<file path="src/rtl/chan_mux_seq.sv">
// -----------------------------------------------------------------------------
// chan_mux_seq
//   Registered N-channel, W-bit channel selector with a held channel register,
//   range-checked loads and an optional dwell-timed round-robin scanner.
//
//   Optional feature macro: CHAN_MUX_SCAN_EN
//     defined   : i_mode = 1 steps through the channels, spending DWELL cycles on
//                 each one. o_wrap pulses on the step from N-1 back to 0.
//     undefined : i_mode is ignored and o_wrap is tied low. The block is then a
//                 manual registered selector only.
//
// Ports
//   i_clk    rising-edge clock
//   i_reset  synchronous, active-high reset
//   i_d      packed channel data, channel i at i_d[i*W +: W]
//   i_s      requested channel index
//   i_load   capture i_s into the channel register on this edge
//   i_mode   0 = manual hold, 1 = auto scan
//   o_m      registered data of the selected channel
//   o_ch     current channel index
//   o_err    one-cycle pulse when a load requests an index >= N
//   o_wrap   one-cycle pulse when the scan steps from N-1 to 0
// -----------------------------------------------------------------------------
module chan_mux_seq #(
  parameter int W     = 3,
  parameter int N     = 6,
  parameter int DWELL = 4,
  localparam int SW   = $clog2(N)
) (
  input  logic            i_clk,
  input  logic            i_reset,
  input  logic [N*W-1:0]  i_d,
  input  logic [SW-1:0]   i_s,
  input  logic            i_load,
  input  logic            i_mode,
  output logic [W-1:0]    o_m,
  output logic [SW-1:0]   o_ch,
  output logic            o_err,
  output logic            o_wrap
);

  // The extra bit lets a full-range i_s be compared against N without overflow.
  localparam logic [SW:0]   NUM_CH  = (SW+1)'(N);
  localparam logic [SW-1:0] LAST_CH = SW'(N-1);

  logic [SW-1:0] r_ch;
  logic [W-1:0]  r_m;
  logic          r_err;

  logic [SW-1:0] w_ch_next;
  logic          w_err_next;
  logic          w_s_ok;
  logic [W-1:0]  w_m_next;

  assign w_s_ok = ({1'b0, i_s} < NUM_CH);

`ifdef CHAN_MUX_SCAN_EN
  localparam int CW = (DWELL > 1) ? $clog2(DWELL) : 1;
  localparam logic [CW-1:0] CNT_LAST = CW'(DWELL-1);

  logic [CW-1:0] r_cnt;
  logic          r_wrap;
  logic [CW-1:0] w_cnt_next;
  logic          w_wrap_next;

  // Channel selection order: load first (valid or not), then the scan step, then hold.
  // A load always restarts the dwell, so a load landing on the last dwell cycle
  // suppresses that step and its wrap.
  always_comb begin
    w_ch_next   = r_ch;
    w_cnt_next  = '0;
    w_err_next  = 1'b0;
    w_wrap_next = 1'b0;
    if (i_load) begin
      if (w_s_ok) w_ch_next = i_s;
      else        w_err_next = 1'b1;
    end else if (i_mode) begin
      if (r_cnt == CNT_LAST) begin
        w_wrap_next = (r_ch == LAST_CH);
        w_ch_next   = (r_ch == LAST_CH) ? '0 : r_ch + SW'(1);
      end else begin
        w_cnt_next  = r_cnt + CW'(1);
      end
    end
  end

  always_ff @(posedge i_clk) begin
    if (i_reset) begin
      r_cnt  <= '0;
      r_wrap <= 1'b0;
    end else begin
      r_cnt  <= w_cnt_next;
      r_wrap <= w_wrap_next;
    end
  end

  assign o_wrap = r_wrap;
`else
  // Scanning is not built. i_mode is kept on the port list so both builds share one interface.
  logic w_mode_unused;
  assign w_mode_unused = i_mode;

  always_comb begin
    w_ch_next  = r_ch;
    w_err_next = 1'b0;
    if (i_load) begin
      if (w_s_ok) w_ch_next = i_s;
      else        w_err_next = 1'b1;
    end
  end

  assign o_wrap = 1'b0;
`endif

  // The output register takes the data of the channel being entered, not the
  // channel being left. o_m and o_ch therefore always describe the same channel.
  always_comb begin
    w_m_next = '0;
    for (int i = 0; i < N; i++) begin
      if (w_ch_next == SW'(i)) w_m_next = i_d[i*W +: W];
    end
  end

  always_ff @(posedge i_clk) begin
    if (i_reset) begin
      r_ch  <= '0;
      r_m   <= '0;
      r_err <= 1'b0;
    end else begin
      r_ch  <= w_ch_next;
      r_m   <= w_m_next;
      r_err <= w_err_next;
    end
  end

  assign o_m   = r_m;
  assign o_ch  = r_ch;
  assign o_err = r_err;

endmodule

</file>
<file path="config.mk">
export PLATFORM = sky130hd
export DESIGN_NAME = chan_mux_seq
export DESIGN_NICKNAME = d
export VERILOG_FILES = /design/src/rtl/chan_mux_seq.sv
export SDC_FILE = /design/constraint.sdc
export NUM_CORES = 1
export LEC_CHECK = 0
export ABC_CLOCK_PERIOD_IN_PS = 1600
export CAP_MARGIN = 20
export CORE_ASPECT_RATIO = 0.9
export CORE_MARGIN = 2
export CORE_UTILIZATION = 29
export DETAILED_ROUTE_END_ITERATION = 16
export HOLD_SLACK_MARGIN = 0.08
export PLACE_DENSITY_LB_ADDON = 0.1
export SLEW_MARGIN = 20
export SYNTH_ARGS = -nofsm -noshare
export SYNTH_HDL_FRONTEND = slang
export SYNTH_SLANG_ARGS = --single-unit
</file>
<file path="constraint.sdc">
create_clock -name i_clk -period 1.6 [get_ports i_clk]
set_input_delay 0.32 -clock i_clk [delete_from_list [all_inputs] [get_ports i_clk]]
set_output_delay 0.32 -clock i_clk [all_outputs]
set_load 0.005 [all_outputs]
</file>
======== After elaboration in Yosys (flattened, before gate mapping) ========
Cells that the tools add are included.
Widths: inputs -> output; s select.
cells by class
  magnitude comparators ................... 1
  equal/unequal tests ..................... 5
  multiplexer cells ....................... 9
  bitwise logic cells ..................... 1
  reduce and logical (&&, ||, !) cells .... 2
operators by type and width
  kind                number
  $mux 3              8
  $eq 3x2->1 const B  2
  $eq 3x3->1 const B  2
  $eq 3x1->1 const B  1
  $logic_not 3->1     1
  $lt 3x3->1 const B  1
  $reduce_or 2->1     1
  $mux 1              1
  $not 1->1           1
word-level totals
  register bits after elaboration ......... 7
  bits of input ports ..................... 25
  output and inout bits ................... 8
  logic and storage cells ................. 21

======== Logic depth before layout (Yosys ltp) ========
  depth after elaboration ................. 10
  mapped depth ............................ 6
  gate-level depth less buffers ........... 5

======== Worst setup path before layout ========
OpenSTA, ideal clock, no wires.
  path kind ............................... input -> register
  start point ............................. in i_load
  end point ............................... reg r_m[0] (netlist: o_m[0])
  setup time .............................. 141 ps
  arrival time ............................ 1445 ps
  data required time ...................... 1459 ps
  path slack .............................. 15 ps
  cell stages on the path ................. 6
  buffers on the path ..................... 1
  cells stage by stage .................... a21boi_2 mux2i_4 buf_6 mux2i_1 o221a_1 a211oi_2
on the way
  longest elaborated chain between the ends .. 8
  elaborated cells between the ends (all ways) .. 13
  classes of those cells .................. eq/ne (5); mux (7); reduce/logical (1)
RTL lines
  what                  RTL line  text
  from (decl)           34        input logic i_load,
  $mux 3 (*)            106       if (i_load) begin
  $logic_not 3->1       120       if (w_ch_next == SW'(i)) w_m_next = i_d[i*W +: W];
  $mux 3 (5 in series)  120
  $mux 3 (*)            120
  to (signal assigned)  131       r_m <= w_m_next;
  to (decl)             47        logic [W-1:0] r_m;
Mark *: on every way between the ends. The rest lies on a longest branch, timed or not.
A chain may end at the register's enable or synchronous reset.

======== Final worst setup path ========
  start point ............................. in i_s[0]
  end point ............................... reg r_m[2] (netlist: o_m[2])
on the way
  longest elaborated chain between the ends .. 10
  elaborated cells between the ends (all ways) .. 15
  classes of those cells .................. order compare (1); eq/ne (5); mux (8); reduce/logical (1)
RTL lines
  what                  RTL line  text
  from (decl)           33        input logic [SW-1:0] i_s,
  $lt 3x3->1            55        assign w_s_ok = ({1'b0, i_s} < NUM_CH);
  $mux 3 (*)            107       if (w_s_ok) w_ch_next = i_s;
  $mux 3 (*)            106
  $logic_not 3->1       120
  $mux 3 (5 in series)  120
  $mux 3 (*)            120
Marks and branches as above.

==> results.cfg <==
[power_and_ir_drop]
peakVddDrop_mv = 0.3974
p_leak_nw = 0.3784
combPwrFrac_pct = 37.9
p_int_mw = 0.4276
power.switching_mw = 0.1471
p_sw_share_pct = 25.60
seq_power_share_pct = 33.9
clkPwrFrac_pct = 28.2
power_density_mw_per_mm2 = 660.0

[sta]
whs_ns = 0.4670
post-route-period-util_pct = 94.30
hold_violations = 0
setup_viol = 0
slew_viol_final = 0
layout_min_cycle_time_ns = 1.509
rsz0062_at_grt = no
fin_setup_tns_ns = 0
max_freq_ghz = 0.6628
skew_ns = 0.01493

[final_layout]
fin_nets = 112
num-fill-cells = 134
antennaDiodeCount = 0
finish.instance_area_um2 = 870.8
syn_to_final_growth_pct = 89.65
regArea_um2 = 140.1
multiInputGateArea_um2 = 304.0
layout-drive-gt1-share_pct = 22.09

[setup_path]
path_max_fanout = 6
r2r_start = o_ch[0]$_SDFF_PP0_
cp-start-kind = input port
crit_path_end_kind = flip-flop
crit_type = in -> reg
crit_required_ns = 1.71
r2r_cells = 5
arrival_ns = 1.62
r2r_end = o_m[2]$_SDFF_PP0_
rrSetupSlack_ns = 0.27

[grt]
gr-total-overflow = 0
antenna_found_initial = 0
grt_usage_pct = 13.56
grt_pass1_wl_um = 1918
grt.met2_usage_pct = 20.83
grt_busiest_layer = met2
grt_pass1_vias = 476
grt_use_met3_pct = 5.652
grt_max_degree = 8
use_met1_pct = 16.36

[place]
dpl_cell_area_um2 = 824.5
place_hpwl_um = 990.3
gp_congestion = 0.7703
portBuffers = 30

[drt]
avgViaCountPerCell = 4.911
drc = 0
ant_nets = 0
drtIter0Drc = 5
finalWirelength_um = 1148
wl_per_cell_um = 11.37
vias = 496
drt_pass1_iterations = 4

[synthesis]
synth_area_leaders = dfxtp_1 (31%), mux2i_1 (20%), a211oi_2 (8.2%)
yosys.area.top_type_share_pct = 30.52
synth_compound_area_share_pct = 24.52
yosysSeqAreaShare_pct = 30.52
yosysWarnings = 0
ys_types = 17
synth_commonest_cells = mux2i_1 (9), dfxtp_1 (7), o21ai_0 (4)
synth_edf_count = 0
post-synth-top-count-cell = mux2i_1
synth_flop_cell = dfxtp_1
syn_avg_cell_area_um2 = 9.982
synthAdderAreaFrac_pct = 0
synthCells = 46
synth_top_family_by_area = compound AO/OA/AOI/OAI gates
yosys.area_share.xor_xnor_pct = 0
ys_seq_elements = 7
async_flop_share_pct = 0
syn-num-nets = 71
syn-cell-area_um2 = 459.2
synth-simple-area-share_pct = 14.71
yosys.area.top_type = dfxtp_1
synth.mux.area_fraction_pct = 24.52

[cts]
cts.sinks = 7
h-tree-depth = 1
cts_inserted_buffers = 3
clk_root_buffer_cell = clkbuf_4
path_clk_slew_ns = 0.06
hold_buffers = 0
cts_tree = yes
clk_path_buf_depth = 2
insertion_delay_ns = 0.25

[die]
core-area_mm2 = 0.001464
pin_count = 33
fp.dieArea_mm2 = 0.001918
dieWidth_um = 45.95
die_h_um = 41.75
rows = 13
initial_core_util_pct = 31.37

[worst_hold_path]
hold_path.class = in -> reg
min_from = i_load
hold_path_depth = 3
min_delay_worst_endpoint = o_err$_SDFF_PP0_

[outcome]
outcome = completed

[run]
max_cap_violations = 0
==> stage by stage <==
| step | utilization [%] | setup slack [ns] | instances | total power, mW |
|---|---|---|---|---|
| floorplan | - | 0.01484 | 46 | 0.2880 |
| global placement | 56.32 | -0.4883 | 96 | 0.4060 |
| detailed placement | 56.32 | -0.5203 | 96 | 0.4067 |
| CTS | 60.77 | 0.008533 | 101 | 0.5859 |
| global route | 59.49 | 0.01819 | 101 | 0.6133 |
| finish | 59.49 | 0.09121 | 101 | 0.5747 |
==> area by class of cell <==
type | instances | area share, %
multi-input combinational | 36 | 34.91
tap | 15 | 2.155
timing repair buffer | 38 | 43.39
inverter | 1 | 0.4310
sequential | 7 | 16.09
clock buffer | 4 | 3.017
==> worst max-delay path: stages <==
cell	delay [ns]
clkdlybuf4s50_1	0.44
mux2i_4	0.25
buf_12	0.16
mux2i_1	0.20
o221a_1	0.22
a211oi_2	0.04
==> how the worst max path moves through the flow <==
| stage | startpoint | endpoint | slack, ns |
|---|---|---|---|
| floorplan | i_load | o_m[0]$_SDFF_PP0_ | 0.01 |
| global placement | i_load | o_m[1]$_SDFF_PP0_ | -0.49 |
| detailed placement | i_load | o_m[0]$_SDFF_PP0_ | -0.52 |
| CTS | i_s[1] | o_m[2]$_SDFF_PP0_ | 0.009 |
| global route | i_s[0] | o_m[2]$_SDFF_PP0_ | 0.02 |
| finish | i_s[0] | o_m[2]$_SDFF_PP0_ | 0.09 |
==> layout by cell type, fill, tap and decap left out, drive strengths merged <==
master / count
a211oi: 3
a21boi: 1
a21oi: 2
and4b: 1
buf: 11
clkbuf: 4
clkdlybuf4s50: 27
conb: 1
dfxtp: 7
inv: 1
mux2i: 10
nand2b: 2
nor2: 3
nor2b: 3
nor3: 3
o21ai: 4
o221a: 3
==> state kept, by name (all words and copies together), names as in the netlist <==
name	cells
o_ch	3
o_err	1
o_m	3
==> metal layers <==
metal  share of wire, %  vias to the layer above
met3                6.4                        2
met4               0.87                        0
met1                 47                      218
li1                   -                      251
met2                 46                       25
met5                  0                        -
==> power by group through the flow <==
stage	Combinational, mW	Clock [mW]	Sequential [mW]
after detailed placement	0.208	0	0.199
after global placement	0.207	0	0.199
after CTS	0.223	0.168	0.195
after floorplan	0.0879	0	0.200
after global routing	0.234	0.183	0.196
final	0.218	0.162	0.195
==> kinds of logic after synthesis <==
logic type / Yosys count
buf+inv: 3
mux: 10
flops: 7
simple gates: 12
compound gates: 13
other cells: 1
==> what timing repair did <==
item | 4_1_cts | 5_1_grt
pin swaps | 3 | 1
cloned | 1 | 0
gates resized for setup | 11 | 3
endpoints found under the hold margin | 0 | 0
buffers inserted | 0 | 0
endpoints found under the setup margin | 3 | 3
Power figures use the tool's default switching activity.
